## src/rtl/multicycle_ctrl_pkg.sv

```systemverilog
// ============================================================================
// Module      : multicycle_ctrl_pkg
// Description : State, opcode, ALU-op and select encodings for the
//               multi-cycle MIPS control unit. Honours MULTICYCLE_CTRL_JUMP_EN.
// Revision    : 1.0  initial release
// ============================================================================
`default_nettype none

package multicycle_ctrl_pkg;

  localparam logic [3:0] ST_FETCH     = 4'd0;
  localparam logic [3:0] ST_DECODE    = 4'd1;
  localparam logic [3:0] ST_MEM_ADDR  = 4'd2;
  localparam logic [3:0] ST_MEM_READ  = 4'd3;
  localparam logic [3:0] ST_MEM_WB    = 4'd4;
  localparam logic [3:0] ST_MEM_WRITE = 4'd5;
  localparam logic [3:0] ST_R_EXEC    = 4'd6;
  localparam logic [3:0] ST_R_WB      = 4'd7;
  localparam logic [3:0] ST_BRANCH    = 4'd8;
  localparam logic [3:0] ST_IMM_EXEC  = 4'd9;
  localparam logic [3:0] ST_IMM_WB    = 4'd10;
  localparam logic [3:0] ST_JUMP      = 4'd11;

  localparam logic [5:0] OP_R    = 6'h00;
  localparam logic [5:0] OP_LW   = 6'h23;
  localparam logic [5:0] OP_SW   = 6'h2B;
  localparam logic [5:0] OP_BEQ  = 6'h04;
  localparam logic [5:0] OP_ADDI = 6'h08;
  localparam logic [5:0] OP_SLTI = 6'h0A;
  localparam logic [5:0] OP_J    = 6'h02;

  localparam logic [2:0] ALU_ADD   = 3'b000;
  localparam logic [2:0] ALU_SUB   = 3'b001;
  localparam logic [2:0] ALU_FUNCT = 3'b010;
  localparam logic [2:0] ALU_SLT   = 3'b011;

  localparam logic [1:0] SRCB_RT     = 2'd0;
  localparam logic [1:0] SRCB_FOUR   = 2'd1;
  localparam logic [1:0] SRCB_IMM    = 2'd2;
  localparam logic [1:0] SRCB_IMM_SH = 2'd3;

  localparam logic [1:0] PCSRC_ALU    = 2'd0;
  localparam logic [1:0] PCSRC_ALUOUT = 2'd1;
  localparam logic [1:0] PCSRC_JUMP   = 2'd2;

  typedef struct packed {
    logic       pc_write;
    logic [1:0] pc_src;
    logic       iord;
    logic       mem_read;
    logic       mem_write;
    logic       ir_write;
    logic       reg_dst;
    logic       reg_write;
    logic       mem_to_reg;
    logic       alu_src_a;
    logic [1:0] alu_src_b;
    logic [2:0] alu_op;
    logic       illegal;
    logic       retire;
  } ctrl_t;

  // State entered after DECODE; FETCH doubles as the "illegal opcode" marker.
  function automatic logic [3:0] decode_target(input logic [5:0] op);
    case (op)
      OP_R:            decode_target = ST_R_EXEC;
      OP_LW, OP_SW:    decode_target = ST_MEM_ADDR;
      OP_BEQ:          decode_target = ST_BRANCH;
      OP_ADDI, OP_SLTI: decode_target = ST_IMM_EXEC;
`ifdef MULTICYCLE_CTRL_JUMP_EN
      OP_J:            decode_target = ST_JUMP;
`endif
      default:         decode_target = ST_FETCH;
    endcase
  endfunction

endpackage

`default_nettype wire

```

## src/rtl/multicycle_ctrl_if.sv

```systemverilog
// ============================================================================
// Module      : multicycle_ctrl_if
// Description : Datapath-facing bundle of the multi-cycle control unit.
// Revision    : 1.0  initial release
// ============================================================================
`default_nettype none

interface multicycle_ctrl_if #(
  parameter int OP_W    = 6,
  parameter int ALUOP_W = 3,
  parameter int CNT_W   = 32
);
  logic [OP_W-1:0]    instr_op_i;
  logic               zero_i;
  logic               mem_ready_i;
  logic               PCWrite_o;
  logic [1:0]         PCSrc_o;
  logic               IorD_o;
  logic               MemRead_o;
  logic               MemWrite_o;
  logic               IRWrite_o;
  logic               RegDst_o;
  logic               RegWrite_o;
  logic               MemtoReg_o;
  logic               ALUSrcA_o;
  logic [1:0]         ALUSrcB_o;
  logic [ALUOP_W-1:0] ALU_op_o;
  logic [3:0]         state_o;
  logic               illegal_o;
  logic               retire_o;
  logic [CNT_W-1:0]   instr_cnt_o;

  modport master (
    output instr_op_i, zero_i, mem_ready_i,
    input  PCWrite_o, PCSrc_o, IorD_o, MemRead_o, MemWrite_o, IRWrite_o,
           RegDst_o, RegWrite_o, MemtoReg_o, ALUSrcA_o, ALUSrcB_o, ALU_op_o,
           state_o, illegal_o, retire_o, instr_cnt_o
  );

  modport slave (
    input  instr_op_i, zero_i, mem_ready_i,
    output PCWrite_o, PCSrc_o, IorD_o, MemRead_o, MemWrite_o, IRWrite_o,
           RegDst_o, RegWrite_o, MemtoReg_o, ALUSrcA_o, ALUSrcB_o, ALU_op_o,
           state_o, illegal_o, retire_o, instr_cnt_o
  );
endinterface

`default_nettype wire

```

## src/rtl/multicycle_ctrl_outdec.sv

```systemverilog
// ============================================================================
// Module      : multicycle_ctrl_outdec
// Description : Combinational state/opcode to control-vector decode.
//               JUMP state is decoded only with MULTICYCLE_CTRL_JUMP_EN.
// Revision    : 1.0  initial release
// ============================================================================
`default_nettype none

module multicycle_ctrl_outdec
  import multicycle_ctrl_pkg::*;
(
  input  logic       i_rst,
  input  logic [3:0] i_state,
  input  logic [5:0] i_op_ir,
  input  logic [5:0] i_op_lat,
  input  logic       i_mem_ready,
  input  logic       i_zero,
  output ctrl_t      o_ctrl
);

  ctrl_t w_c;

  always_comb begin
    w_c = '0;
    case (i_state)
      ST_FETCH: begin
        w_c.mem_read  = 1'b1;
        w_c.alu_src_b = SRCB_FOUR;
        w_c.alu_op    = ALU_ADD;
        w_c.pc_src    = PCSRC_ALU;
        w_c.ir_write  = i_mem_ready;
        w_c.pc_write  = i_mem_ready;
      end
      ST_DECODE: begin
        w_c.alu_src_b = SRCB_IMM_SH;
        w_c.illegal   = (decode_target(i_op_ir) == ST_FETCH);
      end
      ST_MEM_ADDR: begin
        w_c.alu_src_a = 1'b1;
        w_c.alu_src_b = SRCB_IMM;
      end
      ST_MEM_READ: begin
        w_c.mem_read = 1'b1;
        w_c.iord     = 1'b1;
      end
      ST_MEM_WB: begin
        w_c.mem_to_reg = 1'b1;
        w_c.reg_write  = 1'b1;
        w_c.retire     = 1'b1;
      end
      ST_MEM_WRITE: begin
        w_c.mem_write = 1'b1;
        w_c.iord      = 1'b1;
        w_c.retire    = i_mem_ready;
      end
      ST_R_EXEC: begin
        w_c.alu_src_a = 1'b1;
        w_c.alu_src_b = SRCB_RT;
        w_c.alu_op    = ALU_FUNCT;
      end
      ST_R_WB: begin
        w_c.reg_dst   = 1'b1;
        w_c.reg_write = 1'b1;
        w_c.retire    = 1'b1;
      end
      ST_BRANCH: begin
        w_c.alu_src_a = 1'b1;
        w_c.alu_op    = ALU_SUB;
        w_c.pc_src    = PCSRC_ALUOUT;
        w_c.pc_write  = i_zero;
        w_c.retire    = 1'b1;
      end
      ST_IMM_EXEC: begin
        w_c.alu_src_a = 1'b1;
        w_c.alu_src_b = SRCB_IMM;
        w_c.alu_op    = (i_op_lat == OP_SLTI) ? ALU_SLT : ALU_ADD;
      end
      ST_IMM_WB: begin
        w_c.reg_write = 1'b1;
        w_c.retire    = 1'b1;
      end
`ifdef MULTICYCLE_CTRL_JUMP_EN
      ST_JUMP: begin
        w_c.pc_src   = PCSRC_JUMP;
        w_c.pc_write = 1'b1;
        w_c.retire   = 1'b1;
      end
`endif
      default: ;
    endcase
    // Reset masks every strobe so an abandoned instruction has no side effects.
    if (i_rst) begin
      w_c.pc_write  = 1'b0;
      w_c.ir_write  = 1'b0;
      w_c.mem_read  = 1'b0;
      w_c.mem_write = 1'b0;
      w_c.reg_write = 1'b0;
      w_c.illegal   = 1'b0;
      w_c.retire    = 1'b0;
    end
  end

  assign o_ctrl = w_c;

endmodule

`default_nettype wire

```

## src/rtl/multicycle_ctrl.sv

```systemverilog
// ============================================================================
// Module      : multicycle_ctrl
// Description : Multi-cycle MIPS main control FSM with retire counter.
//               Optional jump support via MULTICYCLE_CTRL_JUMP_EN.
// Revision    : 1.0  initial release
// ============================================================================
`default_nettype none

module multicycle_ctrl
  import multicycle_ctrl_pkg::*;
#(
  parameter int OP_W    = 6,
  parameter int ALUOP_W = 3,
  parameter int CNT_W   = 32
) (
  input  logic              clk_i,
  input  logic              rst_i,
  multicycle_ctrl_if.slave  bus
);

  logic [3:0]       r_state;
  logic [3:0]       w_next;
  logic [5:0]       r_op;
  logic [5:0]       w_op;
  logic [CNT_W-1:0] r_cnt;
  ctrl_t            w_ctrl;

  generate
    if (OP_W >= 6) begin : g_op_trunc
      assign w_op = bus.instr_op_i[5:0];
    end else begin : g_op_ext
      assign w_op = {{(6-OP_W){1'b0}}, bus.instr_op_i};
    end
  endgenerate

  multicycle_ctrl_outdec u_outdec (
    .i_rst       (rst_i),
    .i_state     (r_state),
    .i_op_ir     (w_op),
    .i_op_lat    (r_op),
    .i_mem_ready (bus.mem_ready_i),
    .i_zero      (bus.zero_i),
    .o_ctrl      (w_ctrl)
  );

  always_comb begin
    w_next = ST_FETCH;
    case (r_state)
      ST_FETCH:     w_next = bus.mem_ready_i ? ST_DECODE : ST_FETCH;
      ST_DECODE:    w_next = decode_target(w_op);
      ST_MEM_ADDR:  w_next = (r_op == OP_SW) ? ST_MEM_WRITE : ST_MEM_READ;
      ST_MEM_READ:  w_next = bus.mem_ready_i ? ST_MEM_WB : ST_MEM_READ;
      ST_MEM_WRITE: w_next = bus.mem_ready_i ? ST_FETCH : ST_MEM_WRITE;
      ST_R_EXEC:    w_next = ST_R_WB;
      ST_IMM_EXEC:  w_next = ST_IMM_WB;
      default:      w_next = ST_FETCH;
    endcase
  end

  always_ff @(posedge clk_i) begin
    if (rst_i) begin
      r_state <= ST_FETCH;
      r_op    <= '0;
      r_cnt   <= '0;
    end else begin
      r_state <= w_next;
      if (r_state == ST_DECODE) r_op <= w_op;
      if (w_ctrl.retire) r_cnt <= r_cnt + CNT_W'(1);
    end
  end

  assign bus.PCWrite_o   = w_ctrl.pc_write;
  assign bus.PCSrc_o     = w_ctrl.pc_src;
  assign bus.IorD_o      = w_ctrl.iord;
  assign bus.MemRead_o   = w_ctrl.mem_read;
  assign bus.MemWrite_o  = w_ctrl.mem_write;
  assign bus.IRWrite_o   = w_ctrl.ir_write;
  assign bus.RegDst_o    = w_ctrl.reg_dst;
  assign bus.RegWrite_o  = w_ctrl.reg_write;
  assign bus.MemtoReg_o  = w_ctrl.mem_to_reg;
  assign bus.ALUSrcA_o   = w_ctrl.alu_src_a;
  assign bus.ALUSrcB_o   = w_ctrl.alu_src_b;
  assign bus.ALU_op_o    = ALUOP_W'(w_ctrl.alu_op);
  assign bus.state_o     = r_state;
  assign bus.illegal_o   = w_ctrl.illegal;
  assign bus.retire_o    = w_ctrl.retire;
  assign bus.instr_cnt_o = r_cnt;

endmodule

`default_nettype wire

```

## src/flat_wrapper.sv

```systemverilog
// flat-port wrapper written by rule: the top's interface ports become plain ports
module multicycle_ctrl_flat import multicycle_ctrl_pkg::*;
#(
  parameter int OP_W    = 6,
  parameter int ALUOP_W = 3,
  parameter int CNT_W   = 32
)
  (clk_i, rst_i, bus_instr_op_i, bus_zero_i, bus_mem_ready_i, bus_PCWrite_o, bus_PCSrc_o, bus_IorD_o, bus_MemRead_o, bus_MemWrite_o, bus_IRWrite_o, bus_RegDst_o, bus_RegWrite_o, bus_MemtoReg_o, bus_ALUSrcA_o, bus_ALUSrcB_o, bus_ALU_op_o, bus_state_o, bus_illegal_o, bus_retire_o, bus_instr_cnt_o);
  multicycle_ctrl_if #(.OP_W(OP_W), .ALUOP_W(ALUOP_W), .CNT_W(CNT_W)) bus_i ();
  input  logic clk_i;
  input  logic rst_i;
  input wire logic [$bits(bus_i.instr_op_i)-1:0] bus_instr_op_i;
  input wire logic [$bits(bus_i.zero_i)-1:0] bus_zero_i;
  input wire logic [$bits(bus_i.mem_ready_i)-1:0] bus_mem_ready_i;
  output wire logic [$bits(bus_i.PCWrite_o)-1:0] bus_PCWrite_o;
  output wire logic [$bits(bus_i.PCSrc_o)-1:0] bus_PCSrc_o;
  output wire logic [$bits(bus_i.IorD_o)-1:0] bus_IorD_o;
  output wire logic [$bits(bus_i.MemRead_o)-1:0] bus_MemRead_o;
  output wire logic [$bits(bus_i.MemWrite_o)-1:0] bus_MemWrite_o;
  output wire logic [$bits(bus_i.IRWrite_o)-1:0] bus_IRWrite_o;
  output wire logic [$bits(bus_i.RegDst_o)-1:0] bus_RegDst_o;
  output wire logic [$bits(bus_i.RegWrite_o)-1:0] bus_RegWrite_o;
  output wire logic [$bits(bus_i.MemtoReg_o)-1:0] bus_MemtoReg_o;
  output wire logic [$bits(bus_i.ALUSrcA_o)-1:0] bus_ALUSrcA_o;
  output wire logic [$bits(bus_i.ALUSrcB_o)-1:0] bus_ALUSrcB_o;
  output wire logic [$bits(bus_i.ALU_op_o)-1:0] bus_ALU_op_o;
  output wire logic [$bits(bus_i.state_o)-1:0] bus_state_o;
  output wire logic [$bits(bus_i.illegal_o)-1:0] bus_illegal_o;
  output wire logic [$bits(bus_i.retire_o)-1:0] bus_retire_o;
  output wire logic [$bits(bus_i.instr_cnt_o)-1:0] bus_instr_cnt_o;
  assign bus_i.instr_op_i = bus_instr_op_i;
  assign bus_i.zero_i = bus_zero_i;
  assign bus_i.mem_ready_i = bus_mem_ready_i;
  assign bus_PCWrite_o = bus_i.PCWrite_o;
  assign bus_PCSrc_o = bus_i.PCSrc_o;
  assign bus_IorD_o = bus_i.IorD_o;
  assign bus_MemRead_o = bus_i.MemRead_o;
  assign bus_MemWrite_o = bus_i.MemWrite_o;
  assign bus_IRWrite_o = bus_i.IRWrite_o;
  assign bus_RegDst_o = bus_i.RegDst_o;
  assign bus_RegWrite_o = bus_i.RegWrite_o;
  assign bus_MemtoReg_o = bus_i.MemtoReg_o;
  assign bus_ALUSrcA_o = bus_i.ALUSrcA_o;
  assign bus_ALUSrcB_o = bus_i.ALUSrcB_o;
  assign bus_ALU_op_o = bus_i.ALU_op_o;
  assign bus_state_o = bus_i.state_o;
  assign bus_illegal_o = bus_i.illegal_o;
  assign bus_retire_o = bus_i.retire_o;
  assign bus_instr_cnt_o = bus_i.instr_cnt_o;
  multicycle_ctrl #(.OP_W(OP_W), .ALUOP_W(ALUOP_W), .CNT_W(CNT_W)) u_core (.clk_i(clk_i), .rst_i(rst_i), .bus(bus_i));
endmodule
```

## config.mk

```make
export PLATFORM = sky130hd
export DESIGN_NAME = multicycle_ctrl_flat
export DESIGN_NICKNAME = d
export VERILOG_FILES = /design/src/rtl/multicycle_ctrl_pkg.sv /design/src/rtl/multicycle_ctrl_if.sv /design/src/rtl/multicycle_ctrl_outdec.sv /design/src/rtl/multicycle_ctrl.sv /design/src/flat_wrapper.sv
export SDC_FILE = /design/constraint.sdc
export NUM_CORES = 1
export LEC_CHECK = 0
export CORE_ASPECT_RATIO = 1.5
export CORE_MARGIN = 5
export CORE_UTILIZATION = 51
export DETAILED_ROUTE_END_ITERATION = 12
export HOLD_SLACK_MARGIN = 0.06
export PLACE_DENSITY = 0.82
export SYNTH_ARGS = -nofsm -noshare
export SYNTH_HDL_FRONTEND = slang
export SYNTH_SLANG_ARGS = --single-unit
```

## constraint.sdc

```tcl
create_clock -name clk_i -period 2.9 [get_ports clk_i]
set_clock_uncertainty 0.05 [all_clocks]
set_input_delay 0.58 -clock clk_i [delete_from_list [all_inputs] [get_ports clk_i]]
set_output_delay 0.58 -clock clk_i [all_outputs]
set_load 0.005 [all_outputs]
```

==> metrics, run 1 <==
layout filler cell count=about 350; period utilization=0.945; Worst Path Required=between 2000 and 2500 ps; CP startpoint kind=flip-flop; Max Freq=around 0.36 GHz; Synth Warn #=0; RR Startpoint=u_core.bus.state_o[3]; reg2reg path depth=6; Leak=approximately 1 nW; FF-to-FF setup slack=between 500 and 600 ps; Setup Fix Bufs, Post-CTS=0; total die area=approximately 0.0059 mm²; critical path class=reg -> out; status=finished clean; first-pass GRT wire length=between 9 and 10 mm; CTS Root Cell=clkbuf_8; WHS Endpoint=u_core.r_op[1]; P&R area growth vs syn=34.5%; GP Congestion=0.871; Slew HR=0.600; critical path fanouts, max=12; row count=29; DRC Markers=0; clk_lat worst skew=between 200 and 300 ps; Boundary Pins=64; Final nets=approximately 350; port buffer count=just over 60; Reg clk slew, reported paths=80 ps; initial cell density of the core=0.529; vias=2285; Post-Syn Instances=282; syn avg cell area=around 8 µm²; ys flop type=dfxtp_1; slew of the pin with the lowest slew margin=between 500 and 600 ps; min cycle time layout=between 2000 and 3000 ps; CTS tree=yes; initial antenna violation count=0; part of the Yosys area used for sequential elements=0.371; layout cells sized above 1=0.0792; Core Util, Final=0.711; #FFs+latches synth=42; worst vdd ir=0.213 mV; Resized cells post-CTS=0; synth cell count leaders=dfxtp_1, a21oi_1, nand2_1, nor2_1, o21ai_0; count leader, synth=dfxtp_1; TritonRoute pass-1 iters=4; Synth area leaders=dfxtp_1, a21oi_1, nand2_1; wire per inst=approximately 15 µm; Die Wd=roughly 64 µm; largest net degree at the start of global routing=39; WHS Path Cells=2; Longest Clk Path Bufs=2; Core Region=around 0.0043 mm²; Antenna Cells=0; Post-synth EDFFs=0; total gr overflow=0; Detail Route Antenna Nets=0; Max Cap Viol=0; Critical Path AT=2110 ps; Mapped Area=approximately 0.0023 mm²; Crit. End Element=output pin; Vias per Instance=5.90; Fin. Hold Viols=0; CTS Buf Count=5; Synth top area share=0.371; final setup fails=0; Hold Path Origin=u_core.r_op[1]; Worst Hold Class=reg -> reg; RSZ-0062 raised after global routing=no; clk sinks=42; Yosys top cell by area=dfxtp_1; hold buffers post-CTS=0; H-tree Lvls=2; asr flop ratio synth=0; number of global-route vias before repair=~2100; Cell variety after synth=45; RR Endpoint=u_core.bus.instr_cnt_o[25]; Die H=around 90 µm; P per Cell Area=about 380 mW/mm²; Total Routing Usage GR=0.203; Iteration-0 DRC Markers=approximately 130; final setup TNS=0 ps; Final Slew Violations=0; hpwl dp=between 4 and 5 mm; final WL=between 5 and 6 mm
-- layout by cell type, fill, tap and decap left out, types with 10 or more instances in the layout --
master           netlist  final
a21oi_1               32     32
o21ai_0               16     16
dfxtp_1               42     42
nor2_1                22     22
buf_4                  3     10
clkdlybuf4s50_1        0     60
nor3_1                10     10
nand2_1               23     23
nand3_1               13     13
or3_1                 13     13
-- cell type report --
type                    instances  area [µm²]  area share
clock buffers                   6        82.6      0.0271
multi-input cells             214        1320       0.433
repair buffers                 71         688       0.226
flip-flops and latches         42         841       0.276
inverters                       7        26.3     0.00863
clock inverters                 1        30.0     0.00986
well taps                      46        57.6      0.0189
-- how the worst max path moves through the flow --
| stage | end | startpoint |
|---|---|---|
| global placement | bus_illegal_o | bus_instr_op_i[2] |
| detailed placement | bus_illegal_o | bus_instr_op_i[2] |
| global route | bus_RegWrite_o | u_core.bus.state_o[3] |
| floorplan | bus_retire_o | bus_mem_ready_i |
| CTS | bus_illegal_o | bus_instr_op_i[2] |
| finish | bus_RegWrite_o | u_core.bus.state_o[3] |
-- critical path, cell delays in order, from the launching register on --
cell	delay [ps]
dfxtp_1	570
or3b_1	450
o21ai_0	100
a21oi_1	80
nor2_1	100
clkdlybuf4s50_1	520
-- sequential cells by signal, indices dropped and copies added, names as in the netlist --
signal	count
u_core.r_op	6
u_core.bus.state_o	4
u_core.bus.instr_cnt_o	32
-- where the power goes --
group          internal, mW  total, mW  switching (mW)
Clock                 0.275      0.471           0.195
Sequential            0.582      0.585         0.00374
Combinational        0.0413     0.0863          0.0449
-- per-layer routing --
layer	wire length, µm	up-vias	global-route usage
met5	0	-	0
met4	92	0	0.0776
met3	294	9	0.0457
met2	3270	64	0.380
met1	2260	1077	0.215
li1	-	1135	-
-- cells by family (layout without fill, tap and decap cells) --
family                   count (synthesis)  after routing  share of synthesized area
XOR/XNOR                                13             13                     0.0503
AND/OR/NAND/NOR                        128            128                      0.328
AO/OA/AOI/OAI                           66             66                      0.173
adder cells (fa/ha/maj)                  1              1                    0.00553
other                                    1              2                    0.00166
multiplexers                             4              4                     0.0177
flip-flops                              42             42                      0.371
buffers and inverters                   27             85                     0.0525
-- per-stage QoR --
stage | power [mW] | instances | hold WS [ps] | instance area, µm² | worst slack, ps
2_1_floorplan | 0.642 | 283 | 381 | 2270 | 700
3_3_place_gp | 0.682 | 380 | 390 | 2920 | 103
3_5_place_dp | 0.683 | 380 | 394 | 2920 | 78.4
4_1_cts | 1.14 | 387 | 405 | 3030 | 77.5
5_1_grt | 1.18 | 387 | 430 | 3040 | 23.0
6_report | 1.14 | 387 | 405 | 3040 | 160
Power figures use the tool's default switching activity.
==> inputs of run 2 (changes only) <==
--- a/config.mk
+++ b/config.mk
@@ -5,9 +5,10 @@
 export SDC_FILE = /design/constraint.sdc
 export NUM_CORES = 1
 export LEC_CHECK = 0
-export CORE_ASPECT_RATIO = 1.5
+export CORE_ASPECT_RATIO = 0.9
 export CORE_MARGIN = 5
 export CORE_UTILIZATION = 51
+export CTS_CLUSTER_DIAMETER = 80
 export DETAILED_ROUTE_END_ITERATION = 12
 export HOLD_SLACK_MARGIN = 0.06
 export PLACE_DENSITY = 0.82
==> metrics, run 2 (synthesis results as in run 1) <==
status=finished clean; CP dominant cell by count=clkdlybuf4s50_1; CP startpoint kind=primary input; P per Cell Area=roughly 370 mW/mm²; clk_lat worst skew=roughly 290 ps; Max Freq=around 0.36 GHz; largest net degree at the start of global routing=21; Vias per Instance=5.67; DRC Markers=0; layout cells sized above 1=0.0762; critical path class=in -> out; RSZ-0062 raised after global routing=no; Longest Clk Path Bufs=2; critical path's largest stage delay=530 ps; H-tree Lvls=2; Die H=73.2 µm; Setup Fix Bufs, Post-CTS=0; min cycle time layout=2770 ps; final WL=5.85 mm; Reg clk slew, reported paths=approximately 80 ps; row count=23; max FFs per register=32; Detail Route Antenna Nets=0; Fin. Hold Viols=0; TritonRoute pass-1 iters=4; slew of the pin with the lowest slew margin=around 570 ps; total power=between 1 and 1.5 mW; total die area=between 0.005 and 0.006 mm²; Core Region=0.00437 mm²; Max Cap Viol=0; hold_ws=slightly above 400 ps; Boundary Pins=64; Crit. End Element=output pin; first-pass GRT wire length=roughly 9.7 mm; most common cell after layout, fill and taps aside=clkdlybuf4s50_1; Comb power frac=0.073; initial cell density of the core=0.517; Seq pwr share=0.515; Final nets=between 300 and 400; Final Slew Violations=0; CTS tree=yes; hold buffers post-CTS=0; Worst Path Required=around 2300 ps; Post-Layout Cell Count=between 400 and 500; wire per inst=14.5 µm; final setup TNS=0 ps; Slew HR=0.617; GP Congestion=just over 0.8; CP Cell Sequence=clkdlybuf4s50_1 > nor3b_1 > o31ai_4 > nor2b_1 > clkdlybuf4s50_1; initial antenna violation count=0; CTS Root Cell=clkbuf_8; number of global-route vias before repair=~2100; slowest cell on the critical path=clkdlybuf4s50_1; Iteration-0 DRC Markers=around 210; internal power=0.898 mW; Worst Hold Class=reg -> reg; Leak=0.997 nW; CTS Buf Count=5; P&R area growth vs syn=35.2%; Sw Ratio=0.213; vias=between 2000 and 2500; Die Wd=between 80 and 90 µm; Switch Pwr=~0.24 mW; Antenna Cells=0; placed cells=396; clk sinks=42; hpwl dp=~4.3 mm; period utilization=0.955; Total Routing Usage GR=0.206; port buffer count=61; most frequent cells in the layout=clkdlybuf4s50_1, dfxtp_1, a21oi_1; worst vdd ir=between 0.3 and 0.4 mV; clock share of power=0.413; total gr overflow=0; critical path fanouts, max=2; final setup fails=0; Critical Path AT=2140 ps
[run 2: path summary, 6_finish.rpt]
path / startpoint / end / slack (ps) / cells after the start
setup / recovery: bus_mem_ready_i / bus_retire_o / 130 / 5
hold / removal: u_core.r_op[1] / u_core.r_op[1] / 410 / 2
setup reg to reg: u_core.bus.state_o[0] / u_core.bus.instr_cnt_o[29] / 650 / 6
hold reg to reg: u_core.r_op[1] / u_core.r_op[1] / 410 / 2
[run 2: timing repair]
item | 4_1_cts | 5_1_grt
hold endpoints to repair | 0 | 0
resized for setup | 0 | 2
setup endpoints to repair | 0 | 1
[run 2: routing by layer]
metal / share of wire / global-route usage / vias to the layer above / wire length, µm
li1: - / - / 1141 / -
met1: 0.47 / 0.278 / 1084 / 2730
met2: 0.48 / 0.327 / 54 / 2790
met3: 0.044 / 0.0432 / 6 / 260
met4: 0.013 / 0.0732 / 0 / 74
met5: 0 / 0 / - / 0
[run 2: metrics by stage]
stage | setup slack (ps) | area, µm² | util
global placement | 108 | 2940 | 0.672
global route | 52.9 | 3060 | 0.699
detailed placement | 66.2 | 2940 | 0.672
finish | 132 | 3060 | 0.699
CTS | 59.9 | 3050 | 0.697
floorplan | 700 | 2270 | -
[run 2: power by group through the flow]
stage	Clock [mW]	Sequential (mW)	Combinational (mW)
after floorplan	0	0.599	0.0432
after CTS	0.480	0.587	0.0822
final	0.471	0.588	0.0828
after detailed placement	0	0.601	0.0819
after global placement	0	0.601	0.0813
after global routing	0.511	0.589	0.0901
[run 2: final cells by class]
type                       count  area (µm²)
multi-input combinational    214        1310
fill                         362        1320
tap                           62        77.6
clock buffer                   6        82.6
clock inverter                 1        30.0
sequential                    42         841
inverter                       7        26.3
timing repair buffer          71         688
[run 2: worst max-delay path: cells and delay by family]
family	cells	cell delay, ps
buffers and inverters	2	1020
AND/OR/NAND/NOR	2	310
AO/OA/AOI/OAI	1	220
